==> src/rtl/mw_add_pkg.sv <==
// mw_add_pkg: shared FSM state type and default geometry for the chunked multi-word adder.
package mw_add_pkg;
  typedef enum logic [1:0] {IDLE, RUN, DONE} state_t;
  localparam int DEF_W = 8;
  localparam int DEF_K = 4;
endpackage

==> src/rtl/mw_add_seq_adder_cin.sv <==
// adder_cin: combinational W-bit adder with carry-in and carry-out.
module adder_cin #(
  parameter int W = 8
) (
  input  logic [W-1:0] a,
  input  logic [W-1:0] b,
  input  logic         cin,
  output logic [W-1:0] sum,
  output logic         co
);
  assign {co, sum} = {1'b0, a} + {1'b0, b} + {{W{1'b0}}, cin};
endmodule

==> src/rtl/mw_add_seq.sv <==
// mw_add_seq: K-chunk sequential add/subtract, LSB chunk first, with carry/overflow/zero flags.
// Define MW_ADD_SUB_EN to add the sub port and subtract mode.
module mw_add_seq
  import mw_add_pkg::*;
#(
  parameter int W = DEF_W,
  parameter int K = DEF_K
) (
  input  logic           clk,
  input  logic           rst_n,
  input  logic           in_valid,
  output logic           in_ready,
  input  logic [W-1:0]   x_chunk,
  input  logic [W-1:0]   y_chunk,
`ifdef MW_ADD_SUB_EN
  input  logic           sub,
`endif
  output logic           out_valid,
  input  logic           out_ready,
  output logic [K*W-1:0] s,
  output logic           c,
  output logic           o,
  output logic           z
);
  localparam int CW = K > 1 ? $clog2(K) : 1;
  state_t state;
  logic [CW-1:0] cnt;
  logic carry, accept, first, last, sub_act, cin, co;
  logic [W-1:0] y_eff, sum;
  assign accept = in_valid && in_ready;
  assign first = state == IDLE;
  assign last = cnt == CW'(K - 1);
`ifdef MW_ADD_SUB_EN
  logic sub_mode;
  // Subtract mode is taken from the port on the first beat, then held for the operand.
  assign sub_act = first ? sub : sub_mode;
  always_ff @(posedge clk or negedge rst_n)
    if (!rst_n) sub_mode <= 1'b0;
    else if (accept && first) sub_mode <= sub;
`else
  assign sub_act = 1'b0;
`endif
  assign y_eff = sub_act ? ~y_chunk : y_chunk;
  assign cin = first ? sub_act : carry;
  adder_cin #(.W(W)) u_add (.a(x_chunk), .b(y_eff), .cin(cin), .sum(sum), .co(co));
  always_ff @(posedge clk or negedge rst_n) begin
    if (!rst_n) begin
      state     <= IDLE;
      cnt       <= '0;
      carry     <= 1'b0;
      s         <= '0;
      c         <= 1'b0;
      o         <= 1'b0;
      z         <= 1'b0;
      in_ready  <= 1'b1;
      out_valid <= 1'b0;
    end else if (accept) begin
      s[int'(cnt)*W +: W] <= sum;
      carry <= co;
      z     <= (first | z) & ~|sum;
      if (last) begin
        state     <= DONE;
        cnt       <= '0;
        c         <= co;
        o         <= ~(x_chunk[W-1] ^ y_eff[W-1]) & (sum[W-1] ^ x_chunk[W-1]);
        in_ready  <= 1'b0;
        out_valid <= 1'b1;
      end else begin
        state <= RUN;
        cnt   <= cnt + CW'(1);
      end
    end else if (state == DONE && out_ready) begin
      state     <= IDLE;
      cnt       <= '0;
      in_ready  <= 1'b1;
      out_valid <= 1'b0;
    end
  end
endmodule

==> config.mk <==
export PLATFORM = sky130hd
export DESIGN_NAME = mw_add_seq
export DESIGN_NICKNAME = d
export VERILOG_FILES = /design/src/rtl/mw_add_pkg.sv /design/src/rtl/mw_add_seq_adder_cin.sv /design/src/rtl/mw_add_seq.sv
export SDC_FILE = /design/constraint.sdc
export NUM_CORES = 1
export LEC_CHECK = 0
export BUFFER_PORTS_ARGS = -buffer_cell sky130_fd_sc_hd__buf_4
export CORE_ASPECT_RATIO = 2
export CORE_MARGIN = 2
export CORE_UTILIZATION = 35
export CTS_CLUSTER_DIAMETER = 100
export DETAILED_ROUTE_END_ITERATION = 8
export HOLD_SLACK_MARGIN = 0.05
export PLACE_DENSITY = 0.62
export SLEW_MARGIN = 25
export SYNTH_ARGS = -nofsm -noshare
export SYNTH_HDL_FRONTEND = slang
export SYNTH_SLANG_ARGS = --single-unit
==> constraint.sdc <==
create_clock -name clk -period 3.35 [get_ports clk]
set_input_delay 0.1675 -clock clk [delete_from_list [all_inputs] [get_ports clk]]
set_output_delay 0.1675 -clock clk [all_outputs]
set_load 0.02 [all_outputs]
==> results of run 1 <==
area by class of cell:
cell class | count | area [um2]
Inverter | 11 | 41.3
Sequential cell | 42 | 1050
Tap cell | 61 | 76.3
Clock inverter | 2 | 37.5
Multi-Input combinational cell | 134 | 955
Clock buffer | 6 | 129
Timing Repair Buffer | 57 | 430
Fill cell | 561 | 2990
cell families (layout without fill, tap and decap cells):
group / after synthesis / count (layout) / share of synthesized area
AO/OA/AOI/OAI: 58 / 58 / 0.210
adder cells (fa/ha/maj): 15 / 15 / 0.0984
flip-flops: 42 / 42 / 0.511
XOR/XNOR: 4 / 4 / 0.0170
AND/OR/NAND/NOR: 57 / 57 / 0.138
buffers and inverters: 14 / 76 / 0.0255
cells in the mapped netlist (2+ instances only):
cell type	count
ha_1	13
a21boi_0	2
clkbuf_1	3
a21o_1	2
a22o_2	4
dfrtp_1	41
xnor2_1	3
nor2_1	8
nand3b_1	2
nor3_1	3
fa_1	2
nand4_1	3
or4_1	3
inv_1	11
a22o_1	20
o21ai_0	16
nand3_1	3
nand2_1	26
a21oi_1	5
registers in the layout, indices dropped and copies added (netlist names):
signal     flops
s             32
in_ready       1
out_valid      1
z              1
o              1
c              1
carry          1
cnt            2
state          2
metal layers:
| layer | GRT usage | wire, um |
|---|---|---|
| met5 | 0 | 0 |
| met4 | 0.0930 | 142 |
| met3 | 0.0346 | 253 |
| met2 | 0.267 | 2600 |
| met1 | 0.174 | 1890 |
worst min-delay path: stages:
cell and delay [ps]:
buf_4 110, nand3b_1 140, a22oi_1 90
worst max path at each step:
stage | startpoint | endpoint | cells after the start
after CTS | state[1]$_DFFE_PN0P_ | z$_DFFE_PN0P_ | 8
after floorplan | state[1]$_DFFE_PN0P_ | z$_DFFE_PN0P_ | 8
after global routing | state[1]$_DFFE_PN0P_ | z$_DFFE_PN0P_ | 8
after detailed placement | state[1]$_DFFE_PN0P_ | z$_DFFE_PN0P_ | 8
after global placement | state[1]$_DFFE_PN0P_ | z$_DFFE_PN0P_ | 8
final | state[1]$_DFFE_PN0P_ | z$_DFFE_PN0P_ | 8
stage by stage:
step | utilization | instance area, um2
5_1_grt | 0.477 | 2720
3_5_place_dp | 0.446 | 2540
3_3_place_gp | 0.446 | 2540
4_1_cts | 0.477 | 2720
2_1_floorplan | - | 2060
6_report | 0.477 | 2720
where the power goes:
part / internal (mW) / switching, mW
registers: 0.721 / 0.146
logic: 0.465 / 0.586
clock network: 0.352 / 0.194
timing repair:
item                                   in CTS  in global routing
hold buffers                                1                  0
endpoints found under the hold margin      41                  0
resized for setup                           0                  0
==> results list, run 1 <==
- The die covers 0.00655 mm2.
* Min Clock Period, post-route: 2900 ps
* Critical Path End Type: flip-flop
* PwrDens: 906 mW/mm2
- The startpoint identified for the worst register-to-register timing path is state[1]$_DFFE_PN0P_.
- Clock transition at path regs: 60 ps
- Sorting the synthesized cells by area gives the leading types as dfrtp_1, a22o_1, ha_1, nand2_1, o21ai_0.
- Hold Path Depth: 3
- Number of synthesized register bits: 42
- Setup repair after global routing left no endpoint under its margin.
- Main flop type after synthesis: dfrtp_1
- In this design, the stage delay of the slowest critical-path cell is 530 ps.
- Cell type contributing the most total cell area after synthesis: dfrtp_1
* Number of top-level design ports: 57
* Commonest non-fill, non-tap cell in the layout: buf_4
* Vias in the first global route: 1693
* Number of maximum-capacitance violations: 0
- HPWL after DPL: 3770 um
* Area of the mapped netlist: 0.00206 mm2
* Highest-count cells in the layout ignoring fill and taps: buf_4, dfrtp_1, nand2_1, a22o_1, o21ai_0
* Total of warnings raised by yosys: 0
- By instance count, the cell type seen most on the critical path is fa_1.
- Count of different cell masters after synthesis: 39
* Antenna diode count: 0
* Share of the clock period used by the worst path: 0.865
- Number of vias per cell after detailed routing: 5.44
- Worst reg2reg path depth: 8
- Startpoint class of the critical path: flip-flop
* Proportion of netlist area held by the largest area contributor: 0.498
- Dividing the synthesized area by the synthesized cell count gives 10.8 um2.
- Before antenna repair, the detailed router went through 4 iterations.
- Critical path start-end classification: reg2reg
- Sequential cell area fraction in the yosys report: 0.511
* Destination of the worst register-to-register timing path: z$_DFFE_PN0P_
- Wires add up to 4880 um.
- Total Power Consumption: 2.46 mW
* Setup slack on the worst flop-to-flop path: 450 ps
* Global-route wire length before repair: 7730 um
* EDFF count, synth: 0
- Antenna violations before repair: 0
- CTS placed an instance of clkbuf_16 at the clock tree root.
* Total via count after detailed routing: 1702
- For the worst-skew pair, the clock arrives at the later sink with an insertion delay of 290 ps.
- Adding up every negative setup slack in the final design gives 0 ps.
- Number of buffer and inverter instances along the worst setup path: 1
- Across the VDD grid, the largest voltage drop is 510 uV.
- Input and output buffers added on the ports amount to 56.
* Bufs on Longest Clock Path: 2
- Routed wire per std cell: 15.6 um
* Share of post-route cells with drive strength above 1: 0.290
* Run status: finished clean
* Highest attainable clock frequency: 345 MHz
- STA puts the critical path data required time at 3550 ps.
- Number of clock sinks seen by CTS: 42
* Total setup violations reported at the end of the flow: 0
- Of all flip-flops after synthesis, the portion carrying an async set or reset was 1.00.
* Post-route insts no fill: 313
* Critical path fanouts, max: 5
- X dimension of the die: 58.2 um
- Slowest library cell on the worst path: or4bb_1
* Hold path startpoint: out_ready
* Row cnt: 39
* Final global-route overflow total: 0
* List of cells traversed by the critical path: o21ai_0, fa_1, inv_1, fa_1, xnor2_1, or4bb_1, or4_1, o31ai_2
* Worst Max-Slew Pin Slew: 756 ps
- Total clock buffers created by CTS: 5
* Total nets after synthesis: 225
* Iteration-0 DRC Markers: 32
- DR DRC count: 0
- RePlAce Congestion: 0.828
- The count of final hold-check violations is 0.
* H-tree Lvls: 2
- The final-report max-slew violation count came to 0.
- At the worst endpoint, the arrival time is 3100 ps.
* Worst Hold Slack: 234 ps
- Worst slew margin relative to its limit: 0.492
- Net count of the finished layout: 286
* Slack of the critical path: 454 ps
* Worst min path class: in2reg
* Number of placed cells counting well taps: 304
* Number of instances in the synthesized netlist: 190
- Cell family with the largest share of critical-path delay: simple AND/OR/NAND/NOR gates
- Effective utilization at floorplan: 0.361
* Routed Antenna Nets: 0
- Growth of design area from synthesis to finish: 32.1%
- Combined global-route utilization of all metal layers: 0.157
* Hold Path End: in_ready$_DFFE_PN1P_
- TritonCTS clock tree: done
- Pin count of the biggest net entering global routing: 43
* Height of the chip: 112 um
- Worst setup timing slack at the placement stage: 428 ps
- The clock arrives with 6.56 ps of skew.
* Floorplan Core Area: 0.00571 mm2
- The number of setup buffers added after CTS is 0.
* Static Leakage: 1.36 nW
Note: power is estimated with default switching activity, not from simulation.
==> run 2: changes to the inputs <==
--- a/config.mk
+++ b/config.mk
@@ -5,6 +5,7 @@
 export SDC_FILE = /design/constraint.sdc
 export NUM_CORES = 1
 export LEC_CHECK = 0
+export ABC_AREA = 1
 export BUFFER_PORTS_ARGS = -buffer_cell sky130_fd_sc_hd__buf_4
 export CORE_ASPECT_RATIO = 2
 export CORE_MARGIN = 2
==> results list, run 2 <==
- CTS root buf: clkbuf_16
- For this run, the number of Yosys warnings is 0.
- In the final layout, the share of cells above drive strength 1 is 0.256.
* Max FFs per register: 32
- A synthesized cell averages 8.58 um2.
- Final-report max-slew violation count: 0
* Hold Violations, Final: 0
- STA classifies the critical path startpoint as a flip-flop.
* Number of clock sinks seen by CTS: 42
- The library cells used most frequently in the layout, excluding fill and tap cells, are nand2_1, buf_4, dfrtp_1, inv_1, o21ai_0.
- The first detailed-routing pass ran for 4 iterations.
* Critical Path End Type: flip-flop
- Wires add up to 5340 um.
- After synthesis, the cell types taking the most area are dfrtp_1, nand2_1, ha_1, o21ai_0, inv_1.
* Antenna violations before repair: 0
- Critical path fanouts, max: 3
- Clock transition at path regs: 60 ps
- Antenna diode count: 0
- Bufs on Longest Clock Path: 2
* WP data arrival: 2480 ps
- Sequential cell area fraction in the yosys report: 0.483
- Global-route wire length before repair: 8760 um
* Cell type contributing the most total cell area after synthesis: dfrtp_1
* Most common cell in the synthesized netlist: nand2_1
- Number of synthesized register bits: 42
* Total setup violations reported at the end of the flow: 0
* Total nets after synthesis: 289
- Area of the mapped netlist: 0.00218 mm2
- After synthesis, the netlist uses 26 different library cells.
- Share of the clock period used by the worst path: 0.689
* Run status: finished clean
- Setup TNS: 0 ps
- Commonest cells in the netlist: nand2_1, dfrtp_1, inv_1, o21ai_0, nand3_1
- Setup repair after global routing left no endpoint under its margin.
- Row cnt: 40
- Summed over all cells, the static leakage comes to 1.51 nW.
- The largest registers in the layout are s: 32 flops, cnt: 2 flops, state: 2 flops.
* Number of instances in the synthesized netlist: 254
- Measured against its own limit, the worst slew margin works out to 0.651.
- Routed wire per std cell: 14.0 um
- Biggest register: s
- Post-CTS timing repair inserted 0 buffers for setup.
* Final global-route overflow total: 0
* Highest attainable clock frequency: 433 MHz
* Required time reported for the critical path endpoint: 3520 ps
- In this run the horizontal extent of the chip is 59.8 um.
- The share of synthesized area in the top cell type comes to 0.471.
- For the pin with the worst max-slew slack, the measured transition is 523 ps.
- The library cell used most frequently in the layout, excluding fill and tap cells, is nand2_1.
- Combined global-route utilization of all metal layers: 0.167
- Worst Skew: 3.85 ps
- Detailed placement ended at an HPWL of 4380 um.
- In the final design database the tool counted 351 nets.
- Number of maximum-capacitance violations: 0
- Entering global routing, the biggest net connects 43 pins.
- Total via count after detailed routing: 1869
* Critical path start-end classification: reg2reg
* Max VDD drop: 277 uV
- During placement, the flow inserted port buffers numbering 56.
- In this run, synthesis inferred 0 flip-flops with an integrated enable.
- In the routed design, unresolved DRC markers number 0.
* Placement Cell Area: 0.00266 mm2
- TritonCTS built the clock tree.
- The congestion estimate from routability-driven global placement came to 0.841.
- Main flop type after synthesis: dfrtp_1
- The smallest clock period supported by the final layout is computed as 2310 ps.
- Once the clock tree was built, the resizer swapped 0 gates to a different size.
- For this design the ratio of total power to cell area is 917 mW/mm2.
* Number of hold buffers added after CTS: 1
- Worst min path class: in2reg
- Iteration-0 DRC Markers: 49
- Height of the chip: 116 um
- Once detail routing completed, the nets flagged for antenna violations numbered 0.
* Vias in the first global route: 1897
- The die covers 0.00691 mm2.
* Design area: 0.00284 mm2
- Clock latency on the worst-skew pair, taken at its later pin, is 280 ps.
- The region available for standard cell placement spans 0.00601 mm2.
- 57 I/O pins were placed.
* Total clock buffers created by CTS: 5
- H-tree Lvls: 2
* Share of flip-flops with an asynchronous set or reset after synthesis: 1.00
- Number of vias per cell after detailed routing: 4.92
- Growth of design area from synthesis to finish: 30.3%
- The initial utilization of the core area, before any placement, comes to 0.363.
-- run 2: changes by cell type after synthesis, sizes merged, moves of 5 or more --
cell   before  now
o21ai      16   32
nor2        8   13
a22o       24    2
nand2      26   78
inv        11   34
nand3       3   14
-- run 2: routing by layer --
metal,global-route usage,up-vias,wire length (um)
met5,0,-,0
met4,0.0711,0,144
met3,0.0246,10,143
met2,0.308,42,3030
met1,0.180,868,2020
li1,-,949,-
-- run 2: worst max-delay path: stages (launching register included) --
cell and delay, ps:
dfrtp_1 400, o21ai_0 290, fa_1 230, inv_1 70, fa_1 400, nand2_1 80
nand2_1 80, nand3_1 100, nand2_1 60, nand2_1 110, nand2_1 120, o31ai_1 270
-- run 2: through the flow --
| step | power, mW | setup WS (ps) | utilization | cells | hold slack, ps |
|---|---|---|---|---|---|
| 4_1_cts | 2.63 | 1010 | 0.473 | 380 | 184 |
| 2_1_floorplan | 1.58 | 1380 | - | 254 | -128 |
| 6_report | 2.60 | 1040 | 0.473 | 380 | 185 |
| 5_1_grt | 2.77 | 852 | 0.473 | 380 | 215 |
| 3_3_place_gp | 2.07 | 1070 | 0.443 | 371 | 183 |
| 3_5_place_dp | 2.08 | 1030 | 0.443 | 371 | 179 |
-- run 2: cell type report --
type	instances	area, um2
fill	603	3170
sequential	42	1050
multi-input combinational	175	978
timing repair buffer	57	430
inverter	35	133
clock buffer	5	125
tap	63	78.8
clock inverter	3	40.0
-- run 2: logic make-up (layout without fill, tap and decap cells) --
kind of cell / count (synthesis) / count (layout) / synth area share
buf+inv: 37 / 100 / 0.0678
flops: 42 / 42 / 0.483
xor+xnor: 1 / 1 / 0.00402
compound gates: 46 / 46 / 0.130
fa+ha+maj: 15 / 15 / 0.0931
simple gates: 113 / 113 / 0.222
-- run 2: worst paths after layout --
| check | from | to | slack, ps | cells past startpoint |
|---|---|---|---|---|
| max | state[1]$_DFFE_PN0P_ | s[22]$_DFFE_PN0P_ | 1040 | 11 |
| min | out_ready | in_ready$_DFFE_PN1P_ | 180 | 3 |
| max reg2reg | state[1]$_DFFE_PN0P_ | s[22]$_DFFE_PN0P_ | 1040 | 11 |
| min reg2reg | s[27]$_DFFE_PN0P_ | s[27]$_DFFE_PN0P_ | 480 | 2 |
| max in group asynchronous | rst_n | in_ready$_DFFE_PN1P_ | 2570 | 2 |
| min in group asynchronous | rst_n | s[0]$_DFFE_PN0P_ | 400 | 2 |
-- run 2: where the power goes --
group	internal [mW]	total (mW)	switching [mW]
logic	0.458	1.17	0.717
clock network	0.348	0.538	0.190
registers	0.732	0.889	0.157
==> run 3: changes to the inputs <==
--- a/config.mk
+++ b/config.mk
@@ -13,7 +13,7 @@
 export CTS_CLUSTER_DIAMETER = 100
 export DETAILED_ROUTE_END_ITERATION = 8
 export HOLD_SLACK_MARGIN = 0.05
-export PLACE_DENSITY = 0.62
+export PLACE_DENSITY = 0.64
 export SLEW_MARGIN = 25
 export SYNTH_ARGS = -nofsm -noshare
 export SYNTH_HDL_FRONTEND = slang
==> constraint.sdc (replaced) <==
create_clock -name clk -period 1.9 [get_ports clk]
set_input_delay 0.095 -clock clk [delete_from_list [all_inputs] [get_ports clk]]
set_output_delay 0.095 -clock clk [all_outputs]
set_load 0.02 [all_outputs]
==> results list, run 3 (synthesis gave the netlist of run 2 again) <==
- Buffers on Ports: 56
- WP data arrival: 2220 ps
- Share of total power in sequential cells: 0.323
* Clock transition at path regs: 50 ps
- Detailed placement finished with a half-perimeter wire length of 4340 um.
* Net count of the finished layout: 370
- Filler cell count in the final layout: 616
* Die outline area: 0.00691 mm2
- Floorplan Core Area: 0.00601 mm2
- Min Clock Period, post-route: 2010 ps
* Highest metal used: met4
* Global-route wire length before repair: 8980 um
- Worst Skew: 6.31 ps
- Internal power component: 2.80 mW
* Run status: finished, violations left
- Across every metal layer, demand over resource in global routing totals 0.175.
- Metal1 wirelength: 2050 um
* Total via count after detailed routing: 1964
- From bottom edge to top edge, the die measures 116 um.
* Total setup violations reported at the end of the flow: 12
* Relative contribution of the clock network to total power: 0.179
- Prior to clock tree synthesis, the placed netlist has a worst setup slack of -173 ps.
* Hold path startpoint: x_chunk[7]
- H-tree Lvls: 2
- Vias in the first global route: 1861
* Highest-count cells in the layout ignoring fill and taps: buf_4, nand2_1, dfrtp_1, inv_1, o21ai_0
- Worst slew margin relative to its limit: 0.651
- Once placement finished, the instance area stood at 0.00279 mm2.
* PwrDens: 1540 mW/mm2
* Violations in the final reports: negative setup slack
- Hold is met by 112 ps.
* Number of maximum-capacitance violations: 0
* CTS root buf: clkbuf_16
* Critical path start-end classification: reg2reg
* Required time reported for the critical path endpoint: 2110 ps
* Detailed-routed wire length on met3: 137 um
* Effective utilization at floorplan: 0.363
- DR DRC count: 0
- Setup repair after global routing missed its margin: yes
- The first detailed-routing pass took 4 iterations.
- Share of the clock period used by the worst path: 1.06
* Critical path fanouts, max: 3
- Proportion of power drawn by combinational gates: 0.497
- Antenna diode count: 0
- Critical Path End Type: flip-flop
- In this run the worst hold path is classified as in2reg.
* Biggest register: s
* Highest attainable clock frequency: 497 MHz
- Largest registers in the final layout: s: 32 flops, cnt: 2 flops, state: 2 flops
- Number of top-level design ports: 57
- Routed wire per std cell: 13.7 um
- The floorplan step set the die width to 59.8 um.
* Post-route insts no fill: 399
- TritonCTS built the clock tree.
- Met2 Wirelength: 3180 um
* Startpoint class of the critical path: flip-flop
- Iteration-0 DRC Markers: 107
* Aggregate routed wire length: 5480 um
- Worst skew pair latency: 290 ps
* Worst setup path startpoint: state[0]$_DFFE_PN0P_
- Pin count of the biggest net entering global routing: 43
- Antenna violations before repair: 0
- Row cnt: 40
* Number of placed cells counting well taps: 386
* Number of vias per cell after detailed routing: 4.92
- Worst Max-Slew Pin Slew: 523 ps
- Bufs on Longest Clock Path: 2
* Max VDD drop: 417 uV
* Growth of design area from synthesis to finish: 41.6%
- RePlAce Congestion: 0.775
- Of the total power, the share spent switching nets is 0.410.
* Share of post-route cells with drive strength above 1: 0.372
- Static Leakage: 1.61 nW
- Hold Violations, Final: 0
* Slack of the critical path: -110 ps
- Once detail routing completed, the nets flagged for antenna violations numbered 0.
* Final-report max-slew violation count: 0
- The library cell used most frequently in the layout, excluding fill and tap cells, is buf_4.
- Switching power: 1.95 mW
* Final global-route overflow total: 0
- Summing all non-filler instances in the final layout gives an area of 0.00308 mm2.
- Max FFs per register: 32
- Launching point of the worst reg2reg path: state[0]$_DFFE_PN0P_
* Total clock buffers created by CTS: 5
* Number of clock sinks seen by CTS: 42
==> run 3: cell types whose count changed in the layout (fill, tap and decap cells not counted), sizes merged <==
cell,change
buf,+19
bufinv,-1
clkbuf,+3
clkinv,-2
==> run 3: worst paths after layout <==
path	depth (start not counted)	to	slack [ps]
min in group asynchronous	2	s[5]$_DFFE_PN0P_	330
worst min register to register	2	in_ready$_DFFE_PN1P_	480
max in group asynchronous	2	in_ready$_DFFE_PN1P_	1190
worst max-delay path	13	z$_DFFE_PN0P_	-110
worst min-delay path	3	o$_DFFE_PN0P_	110
worst max register to register	13	z$_DFFE_PN0P_	-110
==> run 3: worst max-delay path: stages (launching register included) <==
cell and delay [ps]:
dfrtp_1 380, o21ai_2 200, fa_2 230, inv_2 40, fa_2 370, nand2_2 90
nand2_4 60, nand2_2 60, nand2_2 60, nand2_2 60, nand3_1 80, nor2_2 120
nand2_1 70, a21oi_2 110
==> run 3: area by class of cell <==
cell class	count	area, um2	share of cell area
Tap cell	63	78.8	0.0256
Clock buffer	8	146	0.0475
Sequential cell	42	1050	0.341
Inverter	35	133	0.0430
Timing Repair Buffer	76	577	0.187
Multi-Input combinational cell	175	1100	0.356
==> run 3: power groups by stage <==
stage / sequential, mW / clock [mW] / combinational, mW
after detailed placement: 1.56 / 0 / 2.26
final: 1.54 / 0.853 / 2.36
after global routing: 1.59 / 0.900 / 2.59
after global placement: 1.55 / 0 / 2.24
after CTS: 1.55 / 0.862 / 2.31
after floorplan: 1.94 / 0 / 0.874
==> run 3: repair_timing <==
item	CTS	global route
hold buffers	1	0
endpoints found under the setup margin	17	20
pin swaps	11	13
gates resized for setup	18	21
gates cloned	0	0
hold endpoints to repair	41	0
buffers inserted	0	4
==> run 3: stage by stage <==
step | setup TNS [ps] | total power [mW] | util
floorplan | 0 | 2.81 | -
global placement | -759 | 3.79 | 0.464
detailed placement | -1320 | 3.82 | 0.464
CTS | -569 | 4.72 | 0.497
global route | -2540 | 5.08 | 0.514
finish | -995 | 4.75 | 0.514
==> run 3: per-layer routing <==
metal | up-vias | GRT usage
met5 | - | 0
met4 | 0 | 0.0756
met3 | 7 | 0.0234
met2 | 36 | 0.317
met1 | 932 | 0.196
li1 | 989 | -
